**src/rtl/immediate_generate_pipe.sv**
```systemverilog
// Immediate decoder behind a valid/ready stage with a two-entry skid buffer (output + skid register).
// Optional macro IMM_PC_ADD_EN adds a PC+immediate target carried alongside each entry.
module immediate_generate_pipe #(
  parameter int XLEN = 32
) (
  input  logic            CLK,
  input  logic            RESET,
  input  logic            FLUSH,
  input  logic [24:0]     IN,
  input  logic [2:0]      IMM_SEL,
  input  logic [XLEN-1:0] PC_IN,
  input  logic            IN_VALID,
  output logic            IN_READY,
  output logic            OUT_VALID,
  input  logic            OUT_READY,
  output logic [XLEN-1:0] OUT_IMM,
  output logic [XLEN-1:0] OUT_PC,
  output logic [XLEN-1:0] OUT_TARGET
);

  // The function argument is indexed with instruction bit numbers so the format table reads directly.
  function automatic logic signed [XLEN-1:0] decode_imm(input logic [31:7] inst,
                                                       input logic [2:0]  sel);
    logic [31:0] raw;
    logic        sx;
    raw = '0;
    sx  = 1'b1;
    unique case (sel)
      3'd0: raw = {inst[31:12], 12'b0};
      3'd1: raw = {{12{inst[31]}}, inst[19:12], inst[20], inst[30:21], 1'b0};
      3'd2: raw = {{20{inst[31]}}, inst[7], inst[30:25], inst[11:8], 1'b0};
      3'd3: raw = {{20{inst[31]}}, inst[31:20]};
      3'd4: begin raw = {20'b0, inst[31:20]}; sx = 1'b0; end
      3'd5: raw = {{20{inst[31]}}, inst[31:25], inst[11:7]};
      3'd6: begin
        raw = (XLEN == 64) ? {26'b0, inst[25:20]} : {27'b0, inst[24:20]};
        sx  = 1'b0;
      end
      default: begin raw = {27'b0, inst[19:15]}; sx = 1'b0; end
    endcase
    return sx ? XLEN'($signed(raw)) : XLEN'(raw);
  endfunction

  // ---- p0: combinational decode of the incoming entry ----
  logic signed [XLEN-1:0] imm_p0;
  logic                   accept, out_free;
  logic                   load_skid_to_out, load_in_to_out, load_in_to_skid;

  logic                   vld_p1, skid_vld_p1;
  logic signed [XLEN-1:0] out_imm_p1, skid_imm_p1;
  logic [XLEN-1:0]        out_pc_p1, skid_pc_p1;

  assign imm_p0   = decode_imm(IN, IMM_SEL);
  assign accept   = IN_VALID && !skid_vld_p1;
  assign out_free = !vld_p1 || OUT_READY;

  // A full skid always drains first, which keeps FIFO order without comparing ages.
  assign load_skid_to_out = out_free && skid_vld_p1;
  assign load_in_to_out   = out_free && !skid_vld_p1 && accept;
  assign load_in_to_skid  = !out_free && accept;

  // ---- p1: output register and skid register ----
  always_ff @(posedge CLK) begin
    if (RESET || FLUSH) begin
      vld_p1      <= 1'b0;
      skid_vld_p1 <= 1'b0;
    end else begin
      vld_p1      <= load_skid_to_out || load_in_to_out || (vld_p1 && !OUT_READY);
      skid_vld_p1 <= (skid_vld_p1 && !out_free) || load_in_to_skid;
    end
  end

  always_ff @(posedge CLK) begin
    if (RESET) begin
      out_imm_p1 <= '0;
      out_pc_p1  <= '0;
    end else if (load_skid_to_out) begin
      out_imm_p1 <= skid_imm_p1;
      out_pc_p1  <= skid_pc_p1;
    end else if (load_in_to_out) begin
      out_imm_p1 <= imm_p0;
      out_pc_p1  <= PC_IN;
    end
  end

  always_ff @(posedge CLK) begin
    if (load_in_to_skid) begin
      skid_imm_p1 <= imm_p0;
      skid_pc_p1  <= PC_IN;
    end
  end

`ifdef IMM_PC_ADD_EN
  logic [XLEN-1:0] tgt_p0, out_tgt_p1, skid_tgt_p1;

  assign tgt_p0 = PC_IN + $unsigned(imm_p0);

  always_ff @(posedge CLK) begin
    if (RESET) begin
      out_tgt_p1 <= '0;
    end else if (load_skid_to_out) begin
      out_tgt_p1 <= skid_tgt_p1;
    end else if (load_in_to_out) begin
      out_tgt_p1 <= tgt_p0;
    end
  end

  always_ff @(posedge CLK) begin
    if (load_in_to_skid) begin
      skid_tgt_p1 <= tgt_p0;
    end
  end

  assign OUT_TARGET = out_tgt_p1;
`else
  assign OUT_TARGET = '0;
`endif

  assign IN_READY  = !skid_vld_p1;
  assign OUT_VALID = vld_p1;
  assign OUT_IMM   = $unsigned(out_imm_p1);
  assign OUT_PC    = out_pc_p1;

endmodule
```
**config.mk**
```make
export PLATFORM = sky130hd
export DESIGN_NAME = immediate_generate_pipe
export DESIGN_NICKNAME = d
export VERILOG_FILES = /design/src/rtl/immediate_generate_pipe.sv
export SDC_FILE = /design/constraint.sdc
export NUM_CORES = 1
export LEC_CHECK = 0
export BUFFER_PORTS_ARGS = -buffer_cell sky130_fd_sc_hd__buf_2
export CAP_MARGIN = 20
export CORE_ASPECT_RATIO = 1.1
export CORE_MARGIN = 4
export CORE_UTILIZATION = 30
export DETAILED_ROUTE_END_ITERATION = 7
export HOLD_SLACK_MARGIN = 0.08
export MAX_ROUTING_LAYER = met4
export PLACE_DENSITY_LB_ADDON = 0.2
export SYNTH_ARGS = -nofsm -noshare
export SYNTH_HDL_FRONTEND = slang
export SYNTH_SLANG_ARGS = --single-unit
```
**constraint.sdc**
```tcl
create_clock -name CLK -period 6.45 [get_ports CLK]
set_input_delay 0.3225 -clock CLK [delete_from_list [all_inputs] [get_ports CLK]]
set_output_delay 0.3225 -clock CLK [all_outputs]
set_load 0.005 [all_outputs]
```
==> insert_results.sql, run 1 <==
INSERT INTO impl_metrics (metric_group, metric, value, unit) VALUES
('run_status', 'status', 'finished clean', ''),
('flow_run', 'drv.max_cap_violation_count', '0', ''),
('route', 'routed_via_density', '4.734', ''),
('clocking', 'cts.root.buffer_cell', 'sky130_fd_sc_hd__clkbuf_16', ''),
('critical_path', 'end_kind', 'flip-flop', ''),
('critical_path', 'timing.critical_path.buf_inv', '1', ''),
('place', 'io_buffers', '130', ''),
('route', 'drt_iter0_drcs', '319', ''),
('critical_path', 'worst-r2r-setup-slack', '3.84', 'ns'),
('sta', 'slew_headroom', '36.94', '%'),
('critical_path', 'r2r.worst_path.cells', '5', ''),
('route', 'drtPass1Iterations', '5', ''),
('place', 'dp_cells', '928', ''),
('critical_path', 'logic_depth_of_the_worst_setup_path_including_buffers', '5', ''),
('floorplan', 'fp.coreArea', '19100', 'sq um'),
('final_layout', 'n_antenna_cell', '0', ''),
('synth', 'synthMostInstantiatedCell', 'sky130_fd_sc_hd__nor2_1', ''),
('pwr', 'report.power.total', '2.141', 'mW'),
('sta', 'final_max_slew_viol_count', '0', ''),
('final_layout', 'filler_cells', '1959', ''),
('final_layout', 'area_growth_syn_to_layout', '22.64', '%'),
('global_route', 'grt_first_pass_wirelength', '24240', 'microns'),
('sta', 'finalHoldWorstSlack', '0.1066', 'ns'),
('critical_path', 'timing.critical_path.slowest_cell_delay', '0.74', 'ns'),
('sta', 'finalSetupViolations', '0', ''),
('synth', 'synthTopCellsByCount', '105 x sky130_fd_sc_hd__nor2_1, 85 x sky130_fd_sc_hd__nand2_1, 66 x sky130_fd_sc_hd__dfxtp_1, 64 x sky130_fd_sc_hd__edfxtp_1, 38 x sky130_fd_sc_hd__buf_4', ''),
('final_layout', 'layout-drive-gt1-share', '25.03', '%'),
('global_route', 'vias_in_the_first_global_route', '4542', ''),
('route', 'met3WireLength', '1096', 'microns'),
('route', 'topRoutingLayerUsed', 'met4', ''),
('floorplan', 'die-area', '21710', 'sq um'),
('floorplan', 'dieHeight', '154.2', 'microns'),
('synth', 'synthFlopType', 'sky130_fd_sc_hd__dfxtp_1', ''),
('synth', 'netlist_top_cells_area', 'sky130_fd_sc_hd__edfxtp_1 33%, sky130_fd_sc_hd__dfxtp_1 23%, sky130_fd_sc_hd__nor2_1 6.8%', ''),
('critical_path', 'worst_setup_path_startpoint', 'skid_vld_p1', ''),
('global_route', 'grt_antenna_before_repair', '0', ''),
('sta', 'report.final.hold_viol_count', '0', ''),
('synth', 'synth_area_per_cell', '9.857', 'sq um'),
('clocking', 'clockBufferDepth', '2', ''),
('synth', 'top_cell_type_s_share_of_synthesized_area', '32.99', '%'),
('synth', 'post_synthesis_cell_type_count', '42', ''),
('final_layout', 'final-seq-area', '3244', 'sq um'),
('route', 'vias', '4554', ''),
('critical_path', 'crit_required', '6.75', 'ns'),
('clocking', 'cts.sink_count', '130', ''),
('floorplan', 'core.rowCount', '53', ''),
('critical_path', 'crit_chain', 'buf_4 -> nor2_1 -> nor2_4 -> nor2_4 -> a32o_1', ''),
('sta', 'grt_setup_unrepaired', 'no', ''),
('final_layout', 'layoutNonFillerInstCount', '962', ''),
('synth', 'synth-edff-count', '64', ''),
('clocking', 'insertion_delay_of_the_later_clocked_pin_in_the_worst_skew_pair', '0.41', 'ns'),
('synth', 'synth_area_leader_cell', 'sky130_fd_sc_hd__edfxtp_1', ''),
('place', 'gp_congestion', '0.8012', ''),
('critical_path', 'critical_path.endpoint', 'OUT_IMM[14]', ''),
('place', 'hpwl', '11280', 'microns'),
('critical_path', 'crit_path_max_fanout', '39', ''),
('critical_path', 'crit_family', 'simple AND/OR/NAND/NOR gates', ''),
('clocking', 'clk_pin_slew', '0.06', 'ns'),
('route', 'wl_met2', '7306', 'microns'),
('pwr', 'power_density', '299.7', 'nW/um^2'),
('sta', 'worstMarginPinSlew', '0.9437', 'ns'),
('sta', 'post-route-worst-setup-slack', '3.840', 'ns'),
('clocking', 'post_cts.resized_instances', '0', ''),
('floorplan', 'dieWidth', '140.9', 'microns'),
('global_route', 'gr-usage-all-layers', '14.63', '%'),
('final_layout', 'multiInputGateArea', '2200', 'sq um'),
('clocking', 'cts_tree', 'done', ''),
('clocking', 'ctsHtreeMaxLevel', '4', ''),
('floorplan', 'io_pins', '163', ''),
('sta', 'timing.final.crit_period', '2.610', 'ns'),
('synth', 'ys_ff_latch', '130', '');
==> repair_timing <==
item                                   in CTS  in global routing
buffers inserted                            0                  0
endpoints found under the hold margin       2                  1
hold buffers                                1                  1
==> final cells by class <==
cell class / count / area share [%]
clock inverters: 15 / 2.925
flip-flops and latches: 130 / 45.41
multi-input cells: 403 / 30.79
clock buffers: 17 / 5.954
inverters: 13 / 0.6830
well taps: 247 / 4.326
repair buffers: 137 / 9.912
==> routing by layer <==
| metal | up-vias | global-route usage, % |
|---|---|---|
| li1 | 2258 | - |
| met1 | 2113 | 19.12 |
| met2 | 174 | 22.72 |
| met3 | 9 | 3.577 |
| met4 | 0 | 4.015 |
| met5 | - | - |
==> layout by cell type (no fill, tap or decap), types with 3 or more instances in the layout <==
| cell type | instances |
|---|---|
| sky130_fd_sc_hd__nor2_4 | 3 |
| sky130_fd_sc_hd__nand3_1 | 3 |
| sky130_fd_sc_hd__a21o_1 | 8 |
| sky130_fd_sc_hd__a31oi_1 | 11 |
| sky130_fd_sc_hd__nand2b_1 | 11 |
| sky130_fd_sc_hd__o22ai_1 | 7 |
| sky130_fd_sc_hd__nand3b_1 | 3 |
| sky130_fd_sc_hd__a32o_1 | 19 |
| sky130_fd_sc_hd__a2bb2oi_1 | 31 |
| sky130_fd_sc_hd__clkbuf_16 | 17 |
| sky130_fd_sc_hd__edfxtp_1 | 64 |
| sky130_fd_sc_hd__clkinv_4 | 3 |
| sky130_fd_sc_hd__dfxtp_1 | 65 |
| sky130_fd_sc_hd__a221oi_1 | 4 |
| sky130_fd_sc_hd__a22oi_1 | 6 |
| sky130_fd_sc_hd__clkinvlp_4 | 4 |
| sky130_fd_sc_hd__buf_2 | 130 |
| sky130_fd_sc_hd__a21oi_1 | 6 |
| sky130_fd_sc_hd__nand2_1 | 85 |
| sky130_fd_sc_hd__o21ai_0 | 4 |
| sky130_fd_sc_hd__mux2_1 | 5 |
| sky130_fd_sc_hd__conb_1 | 32 |
| sky130_fd_sc_hd__bufinv_16 | 4 |
| sky130_fd_sc_hd__o32ai_1 | 4 |
| sky130_fd_sc_hd__a211oi_1 | 8 |
| sky130_fd_sc_hd__buf_4 | 5 |
| sky130_fd_sc_hd__nor2_1 | 104 |
| sky130_fd_sc_hd__nor3_1 | 33 |
| sky130_fd_sc_hd__inv_1 | 11 |
==> sequential cells by signal, indices dropped and copies added, names as in the netlist <==
| name | flops |
|---|---|
| OUT_IMM | 32 |
| skid_pc_p1 | 32 |
| OUT_VALID | 1 |
| skid_imm_p1 | 32 |
| OUT_PC | 32 |
| skid_vld_p1 | 1 |
==> how the worst min path moves through the flow <==
stage,from,to,cells after the start
detailed placement,OUT_IMM[24],OUT_IMM[24],1
finish,PC_IN[25],skid_pc_p1[25],1
CTS,PC_IN[8],skid_pc_p1[8],1
global route,PC_IN[25],skid_pc_p1[25],1
global placement,OUT_IMM[22],OUT_IMM[22],1
floorplan,FLUSH,OUT_VALID,1
==> through the flow <==
step | area, sq um | util (%)
final | 7144 | 37.41
after global routing | 7144 | 37.41
after CTS | 7134 | 37.36
after detailed placement | 6490 | 33.98
after global placement | 6490 | 33.98
after floorplan | 5942 | -
==> cells by family after synthesis <==
logic type	Yosys count	share of synthesized area, %
AO/OA/AOI/OAI	116	16.04
other	1	0.06437
flip-flops	130	55.67
AND/OR/NAND/NOR	249	18.23
multiplexers	6	1.160
buffers and inverters	89	8.827
==> power breakdown <==
part / switching, mW / internal (mW)
Sequential: 0.0162 / 0.902
Clock: 0.367 / 0.651
Combinational: 0.123 / 0.0812
Total: 0.507 / 1.63
Note: power is estimated with default switching activity, not from simulation.
==> run 2, diff against run 1 <==
- clock period: 6.45 -> 2.6 ns (I/O delays scaled with it)
==> insert_results.sql, run 2 (synthesis gave the netlist of run 1 again) <==
INSERT INTO impl_metrics (metric_group, metric, value, unit) VALUES
('pwr', 'power_density', '703.0', 'nW/um^2'),
('critical_path', 'worst_path_max_delay_cell', 'sky130_fd_sc_hd__dfxtp_2', ''),
('critical_path', 'r2r.worst_path.cells', '5', ''),
('route', 'routedWlPerCell', '16.53', 'microns'),
('final_layout', 'final-seq-area', '3244', 'sq um'),
('route', 'antenna_violating_nets_post_route', '0', ''),
('sta', 'post-route-period-util', '80.24', '%'),
('critical_path', 'worst_setup_path_startpoint', 'skid_vld_p1', ''),
('place', 'io_buffers', '130', ''),
('clocking', 'cts.sink_count', '130', ''),
('sta', 'clock.fmax', '0.4793', 'GHz'),
('global_route', 'globalRouteOverflowTotal', '0', ''),
('sta', 'worst_clock_skew', '0.008016', 'ns'),
('clocking', 'cts.root.buffer_cell', 'sky130_fd_sc_hd__clkbuf_16', ''),
('clocking', 'clockBufferDepth', '2', ''),
('clocking', 'cts_tree', 'done', ''),
('sta', 'finalSetupViolations', '0', ''),
('place', 'gp_congestion', '0.8028', ''),
('critical_path', 'crit_required', '2.47', 'ns'),
('clocking', 'insertion_delay_of_the_later_clocked_pin_in_the_worst_skew_pair', '0.41', 'ns'),
('final_layout', 'utilization_of_the_core_after_routing', '39.56', '%'),
('critical_path', 'crit_arrival', '1.96', 'ns'),
('global_route', 'gr-usage-all-layers', '15.52', '%'),
('global_route', 'grt_antenna_before_repair', '0', ''),
('route', 'drtPass1Iterations', '5', ''),
('floorplan', 'core.rowCount', '53', ''),
('place', 'dpl_cell_area', '6550', 'sq um'),
('final_layout', 'layout-drive-gt1-share', '24.21', '%'),
('route', 'drt_drc_violations_left', '0', ''),
('critical_path', 'worst-r2r-setup-slack', '0.63', 'ns'),
('floorplan', 'dieHeight', '154.2', 'microns'),
('critical_path', 'worstReg2RegStart', 'skid_vld_p1', ''),
('final_layout', 'filler_cells', '1918', ''),
('global_route', 'groute.layer.met1.usage', '19.97', '%'),
('floorplan', 'dieWidth', '140.9', 'microns'),
('min_path', 'hold_path.startpoint', 'IN[2]', ''),
('final_layout', 'area_growth_syn_to_layout', '29.70', '%'),
('route', 'routed_via_density', '4.867', ''),
('critical_path', 'timing.rr.end', 'OUT_IMM[4]', ''),
('critical_path', 'crit_chain', 'buf_4 -> inv_2 -> buf_4 -> buf_2', ''),
('final_layout', 'fin_area', '7556', 'sq um'),
('critical_path', 'setup.worst_path.start_class', 'flip-flop', ''),
('floorplan', 'die-area', '21710', 'sq um'),
('sta', 'grt_setup_unrepaired', 'no', ''),
('critical_path', 'most_frequent_cell_on_the_critical_path', 'sky130_fd_sc_hd__buf_4', ''),
('critical_path', 'worstSetupPathType', 'flip-flop to primary output', ''),
('critical_path', 'timing.critical_path.slowest_cell_delay', '0.60', 'ns'),
('global_route', 'grt_first_pass_wirelength', '25790', 'microns'),
('min_path', 'min_path_type', 'input port to flip-flop', ''),
('clocking', 'tritoncts.num_buffers', '17', ''),
('run_status', 'status', 'finished clean', ''),
('pwr', 'cellLeakagePower', '3.373', 'nW'),
('sta', 'tns', '0', 'ns'),
('route', 'vias', '4901', ''),
('global_route', 'largest_net_degree_at_the_start_of_global_routing', '44', ''),
('flow_run', 'drv.max_cap_violation_count', '0', ''),
('global_route', 'global_route.peak_usage_layer', 'met2', ''),
('route', 'post_route_wl', '16640', 'microns'),
('global_route', 'globalRouteMet2Util', '24.50', '%'),
('final_layout', 'fin_nets', '812', ''),
('clocking', 'clk_pin_slew', '0.06', 'ns'),
('final_layout', 'mostFrequentLayoutCell', 'sky130_fd_sc_hd__buf_2', ''),
('floorplan', 'initial_core_util', '30.50', '%'),
('place', 'hpwl', '11840', 'microns'),
('sta', 'report.final.hold_viol_count', '0', ''),
('final_layout', 'multiInputGateArea', '2200', 'sq um'),
('floorplan', 'io_pins', '163', ''),
('pwr', 'report.power.total', '5.312', 'mW'),
('global_route', 'vias_in_the_first_global_route', '4766', ''),
('clocking', 'ctsHtreeMaxLevel', '4', ''),
('final_layout', 'mostFrequentLayoutCells', '130 x sky130_fd_sc_hd__buf_2, 104 x sky130_fd_sc_hd__nor2_1, 85 x sky130_fd_sc_hd__nand2_1', ''),
('pwr', 'ir_drop', '0.4182', 'mV'),
('floorplan', 'fp.coreArea', '19100', 'sq um'),
('sta', 'slew_headroom', '44.80', '%'),
('route', 'drt_iter0_drcs', '317', ''),
('sta', 'timing.final.crit_period', '2.086', 'ns'),
('min_path', 'hold_path_depth', '3', ''),
('final_layout', 'n_antenna_cell', '0', ''),
('sta', 'worstMarginPinSlew', '0.8271', 'ns'),
('global_route', 'use_met3', '3.173', '%'),
('critical_path', 'crit_path_max_fanout', '34', ''),
('min_path', 'min_to', 'skid_imm_p1[2]', ''),
('critical_path', 'end_kind', 'primary output', ''),
('sta', 'final_max_slew_viol_count', '0', '');
-- run 2: cell types whose count changed in the layout (fill, tap and decap cells not counted), sizes merged --
| cell | previous run | this run |
|---|---|---|
| buf | 135 | 143 |
| bufinv | 4 | 3 |
| clkbuf | 17 | 23 |
| clkinv | 5 | 4 |
| clkinvlp | 4 | 2 |
| dlygate4sd3 | 2 | 39 |
| inv | 15 | 13 |
-- run 2: worst max path at each step --
stage	to	slack (ns)
after detailed placement	OUT_IMM[31]	0.62
after global placement	OUT_IMM[31]	0.67
final	IN_READY	0.51
after floorplan	skid_imm_p1[0]	0.49
after CTS	IN_READY	0.46
after global routing	IN_READY	0.40
-- run 2: cell type report --
class	count	area share, %
clock inverter	9	1.689
multi-input combinational	403	29.11
inverter	13	0.6458
tap	247	4.090
clock buffer	23	6.458
timing repair buffer	182	15.07
sequential	130	42.94
-- run 2: critical path, delay by kind of cell, from the launching register on --
family | cells | cell delay (ns)
buffers and inverters | 4 | 0.93
flip-flops | 1 | 0.60
-- run 2: layer usage --
layer  share of wire, %  routed length (microns)  vias to the layer above
met1                 46                     7673                     2365
met3                5.7                      946                       17
met2                 47                     7845                      174
li1                   -                        -                     2345
met5                  0                        0                        -
met4                1.1                      177                        0
-- run 2: report_power, final --
group | leakage [nW] | switching [mW] | internal, mW
combinational | 1.95 | 0.318 | 0.243
clock | 0.297 | 0.866 | 1.61
sequential | 1.13 | 0.0403 | 2.24
total | 3.37 | 1.22 | 4.09
-- run 2: stage by stage --
step           worst slack (ns)  hold slack [ns]  cells
6_report                 0.5137           0.1172   1007
5_1_grt                  0.4047           0.1144   1007
4_1_cts                  0.4589          0.09115   1007
3_5_place_dp             0.6191           0.3157    936
3_3_place_gp             0.6712           0.3158    936
2_1_floorplan            0.4941           0.2085    622
-- run 2: timing repair --
action	4_1_cts	5_1_grt
gates resized for setup	0	0
endpoints found under the hold margin	46	0
buffers inserted	0	0
hold buffers	39	0
